File: config.mk
export PLATFORM = sky130hd
export DESIGN_NAME = multicycle_ctrl_flat
export DESIGN_NICKNAME = d
export VERILOG_FILES = /design/src/rtl/multicycle_ctrl_if.sv /design/src/rtl/multicycle_ctrl.sv /design/src/flat_wrapper.sv
export SDC_FILE = /design/constraint.sdc
export NUM_CORES = 1
export LEC_CHECK = 0
export CAP_MARGIN = 5
export CELL_PAD_IN_SITES_DETAIL_PLACEMENT = 0
export CELL_PAD_IN_SITES_GLOBAL_PLACEMENT = 1
export CORE_MARGIN = 5
export CORE_UTILIZATION = 35
export DETAILED_ROUTE_END_ITERATION = 7
export GPL_TIMING_DRIVEN = 0
export PLACE_DENSITY = 0.9
export SYNTH_ARGS = -nofsm -noshare
export SYNTH_HDL_FRONTEND = slang
export SYNTH_SLANG_ARGS = --single-unit
File: constraint.sdc
create_clock -name clk -period 4.55 [get_ports clk]
set_input_delay 0.6825 -clock clk [delete_from_list [all_inputs] [get_ports clk]]
set_output_delay 0.6825 -clock clk [all_outputs]
set_load 0.03 [all_outputs]
File: src/rtl/multicycle_ctrl_if.sv
// rtl/multicycle_ctrl_if.sv - control/status bundle between the multicycle controller and the MIPS datapath
// master is the controller side, slave is the datapath side.
interface multicycle_ctrl_if;
  logic [5:0] op;
  logic [5:0] func;
  logic       zero;
  logic       overflow;
  logic       PCWr;
  logic       IRWr;
  logic       RegWr;
  logic       ExtOp;
  logic [2:0] ALUctr;
  logic       ALUsrc;
  logic       MemWr;
  logic       RegDst;
  logic       MemtoReg;
  logic       branch;
  logic       jump;

  modport master (
    input  op, func, zero, overflow,
    output PCWr, IRWr, RegWr, ExtOp, ALUctr, ALUsrc, MemWr, RegDst, MemtoReg, branch, jump
  );

  modport slave (
    output op, func, zero, overflow,
    input  PCWr, IRWr, RegWr, ExtOp, ALUctr, ALUsrc, MemWr, RegDst, MemtoReg, branch, jump
  );
endinterface

File: src/rtl/multicycle_ctrl.sv
// rtl/multicycle_ctrl.sv - Moore multicycle control FSM for the MIPS datapath
// Outputs depend only on state and the instruction fields latched in DECODE.
module multicycle_ctrl #(
  parameter int CNT_W = 32
) (
  input  logic             clk,
  input  logic             rst,
  multicycle_ctrl_if.master dp,
  output logic [2:0]       state,
  output logic             halted,
  output logic [CNT_W-1:0] instr_count
);

  typedef enum logic [2:0] {
    IFETCH = 3'd0,
    DECODE = 3'd1,
    EXEC   = 3'd2,
    MEMACC = 3'd3,
    WBACK  = 3'd4,
    HALT   = 3'd7
  } state_t;

  localparam logic [5:0] OP_R     = 6'b000000;
  localparam logic [5:0] OP_ORI   = 6'b001101;
  localparam logic [5:0] OP_ADDIU = 6'b001001;
  localparam logic [5:0] OP_LW    = 6'b100011;
  localparam logic [5:0] OP_SW    = 6'b101011;
  localparam logic [5:0] OP_BEQ   = 6'b000100;
  localparam logic [5:0] OP_J     = 6'b000010;

  localparam logic [5:0] F_ADD  = 6'b100000;
  localparam logic [5:0] F_ADDU = 6'b100001;
  localparam logic [5:0] F_SUB  = 6'b100010;
  localparam logic [5:0] F_SUBU = 6'b100011;
  localparam logic [5:0] F_SLT  = 6'b101010;
  localparam logic [5:0] F_SLTU = 6'b101011;

  state_t           state_q, state_d;
  logic [5:0]       op_q, op_d;
  logic [5:0]       func_q, func_d;
  logic             ov_q, ov_d;
  logic [CNT_W-1:0] cnt_q, cnt_d;

  logic       pc_wr, ir_wr, reg_wr, mem_wr;
  logic       reg_dst, mem_to_reg, br, jmp, halt_o;
  logic [2:0] alu_ctr;
  logic       alu_src, ext_op;
  logic       legal;

  // Legality is judged on the live IR fields, since op_q/func_q only update at the end of DECODE.
  always_comb begin
    legal = 1'b0;
    case (dp.op)
      OP_R: legal = (dp.func == F_ADD)  || (dp.func == F_ADDU) ||
                    (dp.func == F_SUB)  || (dp.func == F_SUBU) ||
                    (dp.func == F_SLT)  || (dp.func == F_SLTU);
      OP_ORI, OP_ADDIU, OP_LW, OP_SW, OP_BEQ, OP_J: legal = 1'b1;
      default: legal = 1'b0;
    endcase
  end

  logic [2:0] dec_alu;
  logic       dec_src, dec_ext;
  always_comb begin
    dec_alu = 3'b000;
    dec_src = 1'b0;
    dec_ext = 1'b0;
    case (op_q)
      OP_R: begin
        case (func_q)
          F_ADD:   dec_alu = 3'b001;
          F_SUBU:  dec_alu = 3'b100;
          F_SUB:   dec_alu = 3'b101;
          F_SLTU:  dec_alu = 3'b110;
          F_SLT:   dec_alu = 3'b111;
          default: dec_alu = 3'b000;
        endcase
      end
      OP_ORI: begin
        dec_alu = 3'b010;
        dec_src = 1'b1;
      end
      OP_ADDIU, OP_LW, OP_SW: begin
        dec_src = 1'b1;
        dec_ext = 1'b1;
      end
      OP_BEQ:  dec_alu = 3'b100;
      default: dec_alu = 3'b000;
    endcase
  end

  always_comb begin
    state_d    = state_q;
    op_d       = op_q;
    func_d     = func_q;
    ov_d       = ov_q;
    pc_wr      = 1'b0;
    ir_wr      = 1'b0;
    reg_wr     = 1'b0;
    mem_wr     = 1'b0;
    reg_dst    = 1'b0;
    mem_to_reg = 1'b0;
    br         = 1'b0;
    jmp        = 1'b0;
    halt_o     = 1'b0;
    alu_ctr    = 3'b000;
    alu_src    = 1'b0;
    ext_op     = 1'b0;
    case (state_q)
      IFETCH: begin
        ir_wr   = 1'b1;
        state_d = DECODE;
      end
      DECODE: begin
        op_d    = dp.op;
        func_d  = dp.func;
        state_d = legal ? EXEC : HALT;
      end
      EXEC: begin
        alu_ctr = dec_alu;
        alu_src = dec_src;
        ext_op  = dec_ext;
        ov_d    = dp.overflow;
        if (op_q == OP_BEQ) begin
          pc_wr   = 1'b1;
          br      = 1'b1;
          state_d = IFETCH;
        end else if (op_q == OP_J) begin
          pc_wr   = 1'b1;
          jmp     = 1'b1;
          state_d = IFETCH;
        end else if (op_q == OP_LW || op_q == OP_SW) begin
          state_d = MEMACC;
        end else begin
          state_d = WBACK;
        end
      end
      MEMACC: begin
        alu_ctr = dec_alu;
        alu_src = dec_src;
        ext_op  = dec_ext;
        if (op_q == OP_SW) begin
          mem_wr  = 1'b1;
          pc_wr   = 1'b1;
          state_d = IFETCH;
        end else begin
          state_d = WBACK;
        end
      end
      WBACK: begin
        alu_ctr    = dec_alu;
        alu_src    = dec_src;
        ext_op     = dec_ext;
        // A trapping add/sub discards its result but still retires.
        reg_wr     = !((op_q == OP_R) && (func_q == F_ADD || func_q == F_SUB) && ov_q);
        reg_dst    = (op_q == OP_R);
        mem_to_reg = (op_q == OP_LW);
        pc_wr      = 1'b1;
        state_d    = IFETCH;
      end
      HALT: begin
        halt_o  = 1'b1;
        state_d = HALT;
      end
      default: state_d = HALT;
    endcase
    if (rst) begin
      pc_wr  = 1'b0;
      ir_wr  = 1'b0;
      reg_wr = 1'b0;
      mem_wr = 1'b0;
    end
    cnt_d = cnt_q + CNT_W'(pc_wr);
  end

  always_ff @(posedge clk) begin
    if (rst) begin
      state_q <= IFETCH;
      op_q    <= 6'd0;
      func_q  <= 6'd0;
      ov_q    <= 1'b0;
      cnt_q   <= '0;
    end else begin
      state_q <= state_d;
      op_q    <= op_d;
      func_q  <= func_d;
      ov_q    <= ov_d;
      cnt_q   <= cnt_d;
    end
  end

  assign dp.PCWr     = pc_wr;
  assign dp.IRWr     = ir_wr;
  assign dp.RegWr    = reg_wr;
  assign dp.MemWr    = mem_wr;
  assign dp.ExtOp    = ext_op;
  assign dp.ALUctr   = alu_ctr;
  assign dp.ALUsrc   = alu_src;
  assign dp.RegDst   = reg_dst;
  assign dp.MemtoReg = mem_to_reg;
  assign dp.branch   = br;
  assign dp.jump     = jmp;
  assign state       = state_q;
  assign halted      = halt_o;
  assign instr_count = cnt_q;

endmodule

File: src/flat_wrapper.sv
// flat-port wrapper written by rule: the top's interface ports become plain ports
module multicycle_ctrl_flat 
#(
  parameter int CNT_W = 32
)
  (clk, rst, state, halted, instr_count, dp_op, dp_func, dp_zero, dp_overflow, dp_PCWr, dp_IRWr, dp_RegWr, dp_ExtOp, dp_ALUctr, dp_ALUsrc, dp_MemWr, dp_RegDst, dp_MemtoReg, dp_branch, dp_jump);
  multicycle_ctrl_if dp_i ();
  input  logic clk;
  input  logic rst;
  output logic [2:0] state;
  output logic halted;
  output logic [CNT_W-1:0] instr_count;
  input wire logic [$bits(dp_i.op)-1:0] dp_op;
  input wire logic [$bits(dp_i.func)-1:0] dp_func;
  input wire logic [$bits(dp_i.zero)-1:0] dp_zero;
  input wire logic [$bits(dp_i.overflow)-1:0] dp_overflow;
  output wire logic [$bits(dp_i.PCWr)-1:0] dp_PCWr;
  output wire logic [$bits(dp_i.IRWr)-1:0] dp_IRWr;
  output wire logic [$bits(dp_i.RegWr)-1:0] dp_RegWr;
  output wire logic [$bits(dp_i.ExtOp)-1:0] dp_ExtOp;
  output wire logic [$bits(dp_i.ALUctr)-1:0] dp_ALUctr;
  output wire logic [$bits(dp_i.ALUsrc)-1:0] dp_ALUsrc;
  output wire logic [$bits(dp_i.MemWr)-1:0] dp_MemWr;
  output wire logic [$bits(dp_i.RegDst)-1:0] dp_RegDst;
  output wire logic [$bits(dp_i.MemtoReg)-1:0] dp_MemtoReg;
  output wire logic [$bits(dp_i.branch)-1:0] dp_branch;
  output wire logic [$bits(dp_i.jump)-1:0] dp_jump;
  assign dp_i.op = dp_op;
  assign dp_i.func = dp_func;
  assign dp_i.zero = dp_zero;
  assign dp_i.overflow = dp_overflow;
  assign dp_PCWr = dp_i.PCWr;
  assign dp_IRWr = dp_i.IRWr;
  assign dp_RegWr = dp_i.RegWr;
  assign dp_ExtOp = dp_i.ExtOp;
  assign dp_ALUctr = dp_i.ALUctr;
  assign dp_ALUsrc = dp_i.ALUsrc;
  assign dp_MemWr = dp_i.MemWr;
  assign dp_RegDst = dp_i.RegDst;
  assign dp_MemtoReg = dp_i.MemtoReg;
  assign dp_branch = dp_i.branch;
  assign dp_jump = dp_i.jump;
  multicycle_ctrl #(.CNT_W(CNT_W)) u_core (.clk(clk), .rst(rst), .dp(dp_i), .state(state), .halted(halted), .instr_count(instr_count));
endmodule
# Word level (Yosys, flattened, before mapping)

Cells that the tools add are included.

Register bits: 48
Bits of input ports: 16
Output and inout bits: 49
Logic and storage cells: 83

Add/sub/neg operators: 1
Equality and inequality tests: 28
Multiplexer cells: 32
Reduce and logical (&&, ||, !) cells: 17

Operators with widths:

| kind                                                | count |
|---|---|
| equality test 6 bit, second input constant          | 15 |
| adder 32 x 1 -> 32 bit                              | 1 |
| case mux 3 bit (5 select lines)                     | 2 |
| equality test 6 x 4 -> 1 bit, second input constant | 4 |
| two-way mux 1 bit                                   | 21 |
| two-way mux 3 bit                                   | 6 |
| equality test 6 x 2 -> 1 bit, second input constant | 2 |
| equality test 6 x 3 -> 1 bit, second input constant | 2 |
| zero test 6 bit                                     | 2 |
| case mux 3 bit (3 select lines)                     | 1 |
| logical OR 1 bit                                    | 7 |
| equality test 3 x 2 -> 1 bit, second input constant | 2 |
| equality test 3 bit, second input constant          | 2 |
| OR reduction 3 bit                                  | 2 |
| OR reduction 6 bit                                  | 1 |
| OR reduction 4 bit                                  | 1 |
| equality test 3 x 1 -> 1 bit, second input constant | 1 |
| zero test 3 bit                                     | 1 |
| case mux 1 bit (3 select lines)                     | 1 |
| logical AND 1 bit                                   | 2 |
| case mux 1 bit (2 select lines)                     | 1 |
| zero test 1 bit                                     | 1 |

# Depth between registers and ports, before layout

Word-level depth: 9
Gate-level depth with buffers: 12
Mapped depth without buffers: 10

# Worst setup path before layout

OpenSTA, ideal clock, no wires.

Kind: flip-flop to flip-flop
Start point: reg u_core.state_q[1] (netlist: u_core.state[1])
End point: reg u_core.cnt_q[30] (netlist: u_core.instr_count[30])
Setup time: 0.071 ns
Arrival time: 3.970 ns
Path slack: 0.509 ns
Stages on the path, launching flop included: 11
Clock period less this slack: 4.041 ns
Cell sequence: dfxtp_1 -> clkbuf_1 -> inv_1 -> or3_1 -> a221oi_1 -> ha_1 -> ha_1 -> nand4_1 -> or4_2 -> or4_1 -> a21oi_1

Cells in the longest elaborated chain, start to end: 4
Elaborated cells on any way between the ends: 6

RTL lines:

| what                                                                | line                   | text |
|---|---|---|
| from (decl)                                                         | multicycle_ctrl.sv:38  | `state_t state_q, state_d;` |
| from (signal assigned)                                              | multicycle_ctrl.sv:184 | `state_q <= state_d;` |
| equality test 3 bit or equality test 3 x 2 -> 1 bit (tied branches) | multicycle_ctrl.sv:109 | `case (state_q)` |
| case mux 1 bit (3 select lines) *                                   | multicycle_ctrl.sv:109 |  |
| two-way mux 1 bit *                                                 | multicycle_ctrl.sv:167 | `if (rst) begin` |
| net dp_PCWr                                                         | flat_wrapper.sv:17     | `output wire logic [$bits(dp_i.PCWr)-1:0] dp_PCWr;` |
| adder 32 x 1 -> 32 bit *                                            | multicycle_ctrl.sv:173 | `cnt_d = cnt_q + CNT_W'(pc_wr);` |
| to (signal assigned)                                                | multicycle_ctrl.sv:188 | `cnt_q <= cnt_d;` |
| to (decl)                                                           | multicycle_ctrl.sv:42  | `logic [CNT_W-1:0] cnt_q, cnt_d;` |

The timed path passes the listed nets; every way through them passes the cells marked *.
A chain may end at the register's enable or synchronous reset.

# Worst setup path after layout

Start point: reg u_core.op_q[3]
End point: reg u_core.cnt_q[30] (netlist: u_core.instr_count[30])

Cells in the longest elaborated chain, start to end: 6
Elaborated cells on any way between the ends: 9

RTL lines:

| what                              | line                   | text |
|---|---|---|
| from (decl)                       | multicycle_ctrl.sv:39  | `logic [5:0] op_q, op_d;` |
| from (signal assigned)            | multicycle_ctrl.sv:185 | `op_q <= op_d;` |
| equality test 6 x 2 -> 1 bit      | multicycle_ctrl.sv:128 | `end else if (op_q == OP_J) begin` |
| two-way mux 1 bit                 | multicycle_ctrl.sv:128 |  |
| two-way mux 1 bit                 | multicycle_ctrl.sv:124 | `if (op_q == OP_BEQ) begin` |
| case mux 1 bit (3 select lines) * | multicycle_ctrl.sv:109 |  |
| two-way mux 1 bit *               | multicycle_ctrl.sv:167 |  |
| adder 32 x 1 -> 32 bit *          | multicycle_ctrl.sv:173 |  |

Every way passes the cells marked *; elsewhere a longest branch is shown, timed or not.

==> out/metrics.csv <==
metric,value,unit
status,"complete, no violations",
routability cong.,0.8432,
per-cell routed wire length,14.72,um
reg2reg setup slack,580,ps
Clock Power Share,0.296,
final core utilization,0.4863,
"leading cell type in the layout, fill and taps excluded",clkdlybuf4s50_1,
Placeable Area,0.006756,sq mm
CTS sink count,48,
Synth cell types,41,
total number of vias,2430,
post-CTS sizing,0,
Adder-Cell Fraction of Synth Area,0.01031,
DP Cell Count,432,
die height,93.28,um
largest family of logic cells by synthesized area,simple AND/OR/NAND/NOR gates,
fin area,0.003286,sq mm
CTS Buffer Depth,2,
"Slew Viols, Final",0,
DR DRC count,0,
DR pass1 iterations,6,
ANT nets after route,0,
Final min period,3970,ps
Post-Syn Nets,308,
Cells after Synth,290,
Nets,377,
Buffers on Ports,62,
Synth Register Bits,48,
internal power,838.0,uW
vias in the first global route,2254,
num rows,30,
number of H-tree levels,2,
FMAX,0.2519,GHz
initial antenna violation count,0,
Hold WC Path Type,reg -> reg,
Worst Setup SP,u_core.op_q[3]$_SDFFE_PP0P_,
starting density of the core,0.3593,
skew final,17.37,ps
Slew Limit Headroom,0.6274,
synth warn,0,
cts hold-fix bufs,0,
global-route wire length before repair,10.60,mm
Synth Area in XOR/XNOR,0.04691,
VDD IR-drop max,0.2382,mV
CP Max Fanout,7,
GRT Resource Usage Total,0.1481,
Layout area overhead,35.36,%
Worst Max-Slew Pin Slew,551.1,ps
data required time at the worst endpoint,4770,ps
max_cap viols,0,
share of cells above drive strength 1,0.04444,
drt total wl,6.475,mm
mux contribution to synthesized area,0.05361,
grt total ovfl,0,
post-synth design cell area,0.002427,sq mm
Tcrit/Tclk final,0.8725,
clk root buf,clkbuf_8,
Sw Ratio,0.3290,
insertion delay to the later sink of the worst-skew pair,310,ps
DP Area,0.003148,sq mm
Register-to-Register Path Depth,10,
clock-pin transition on the worst setup and hold timing paths,90,ps
RR Startpoint,u_core.op_q[3]$_SDFFE_PP0P_,
setup bufs post-CTS,0,
simple logic cell fraction of the synthesized area,0.3103,
crit path kind,reg -> reg,
number of enable flip-flop cells after synthesis,0,
ys flop type,dfxtp_1,
Total Die Area,0.008700,sq mm
Inserted Diodes,0,
fin cells,440,
Final TNS setup,0,ps
Critical Path End Type,flop,
cts bufs inserted,5,
Leak,1.040,nW
TritonCTS clock tree,done,
Synth Area in Compound Gates,0.1418,
die extent in x,93.28,um
final-report hold violation count,0,
final setup fails,0,
via density per instance,5.523,
num ports,65,
hold path depth,2,
"commonest cells after routing, fill and taps aside","62 x clkdlybuf4s50_1, 48 x dfxtp_1, 31 x nor2_1",
Mapped Avg Cell Area,8.370,sq um
final hold slack,488.8,ps
unrepaired setup endpoints after global routing,false,
drt first-iter violations,110,
power per cell area,380.1,mW/mm^2
arrival time worst endpoint,4190,ps
pin count of the biggest net entering global routing,17,
r2r endpoint,u_core.instr_count[30]$_SDFF_PP0_,
post-synthesis sequential area ratio,0.3959,
sw power,410.8,uW
Setup crit end,u_core.instr_count[30]$_SDFF_PP0_,
Worst Hold Launch,u_core.instr_count[31]$_SDFF_PP0_,
Worst setup SP type,flop,
sequential power share,0.406,
dpl hpwl,4.951,mm
Logic pwr share,0.298,
ys async rst share,0,
==> through the flow <==
stage,total power [mW],setup slack [ps]
after floorplan,0.7629,509.1
after global placement,0.8834,669.0
after detailed placement,0.8881,650.9
after CTS,1.258,592.7
after global routing,1.321,232.0
final,1.249,579.9
==> cell usage after synthesis, types with 2 or more instances <==
master / number / share of area
dfxtp_1: 48 / 0.40
nor2_1: 31 / 0.048
a21oi_1: 27 / 0.056
nand2_1: 16 / 0.025
or4_1: 15 / 0.046
mux2i_1: 13 / 0.054
o31ai_1: 13 / 0.040
nand4_1: 12 / 0.031
clkbuf_1: 11 / 0.017
nand3_1: 11 / 0.023
inv_1: 10 / 0.015
o21ai_0: 8 / 0.016
xor2_1: 8 / 0.029
or3_1: 7 / 0.018
nor3_1: 6 / 0.012
nor4_1: 6 / 0.015
nor2b_1: 5 / 0.013
xnor2_1: 5 / 0.018
and2_1: 4 / 0.010
and3_1: 4 / 0.010
nand2b_1: 3 / 0.0077
and3b_1: 2 / 0.0072
and4_1: 2 / 0.0072
buf_2: 2 / 0.0041
ha_1: 2 / 0.010
nor4b_1: 2 / 0.0072
o41ai_1: 2 / 0.0072
or4b_1: 2 / 0.0082
==> routing by layer <==
metal	wire length [um]	global-route usage	part of all wire	up-vias
met5	0	0	0	-
met3	271	0.02735	0.042	11
met2	3003	0.2317	0.46	53
met1	3086	0.2022	0.48	1148
met4	114	0.05495	0.018	0
li1	-	-	-	1218
==> how the worst min path moves through the flow <==
stage / slack (ps) / endpoint
final: 490 / u_core.instr_count[31]$_SDFF_PP0_
after global routing: 520 / u_core.instr_count[31]$_SDFF_PP0_
after CTS: 490 / u_core.instr_count[31]$_SDFF_PP0_
after detailed placement: 480 / u_core.instr_count[31]$_SDFF_PP0_
after global placement: 470 / u_core.instr_count[31]$_SDFF_PP0_
after floorplan: 450 / u_core.func_q[0]$_SDFFE_PP0P_
==> flip-flops by register name, summed over array words and instances, names as in the netlist <==
signal              count
u_core.func_q           6
u_core.instr_count     32
u_core.op_q             6
u_core.ov_q             1
u_core.state            3
==> power groups by stage <==
stage,sequential (mW),clock (mW),combinational [mW]
after floorplan,0.531,0,0.232
after global placement,0.515,0,0.369
after detailed placement,0.516,0,0.373
after CTS,0.506,0.379,0.373
after global routing,0.512,0.397,0.412
final,0.507,0.370,0.372
==> area by class of cell <==
cell class,instances,area [sq um]
buffer,14,62.56
clock buffer,5,68.82
clock inverter,3,68.82
fill,682,3471
inverter,10,37.54
multi-input combinational,218,1366
sequential,48,960.9
tap,80,100.1
timing repair buffer,62,620.6
==> cell families after synthesis <==
logic type	count (synthesis)
AOI/OAI and AO/OA	56
xor gates and xnor gates	13
adders and majority gates	2
buffers and inverters	24
DFF	48
muxes	13
and+or+nand+nor	134
==> worst max-delay path, cell delays in order (launching register included) <==
cell      delay (ps)
dfxtp_1          400
nor4_1           470
o21ai_0          200
or3_1            330
a221oi_1         460
ha_1             310
ha_1             260
nand4_1          210
or4_2            690
or4_1            440
a21oi_1          140
Note: power is estimated with default switching activity, not from simulation.
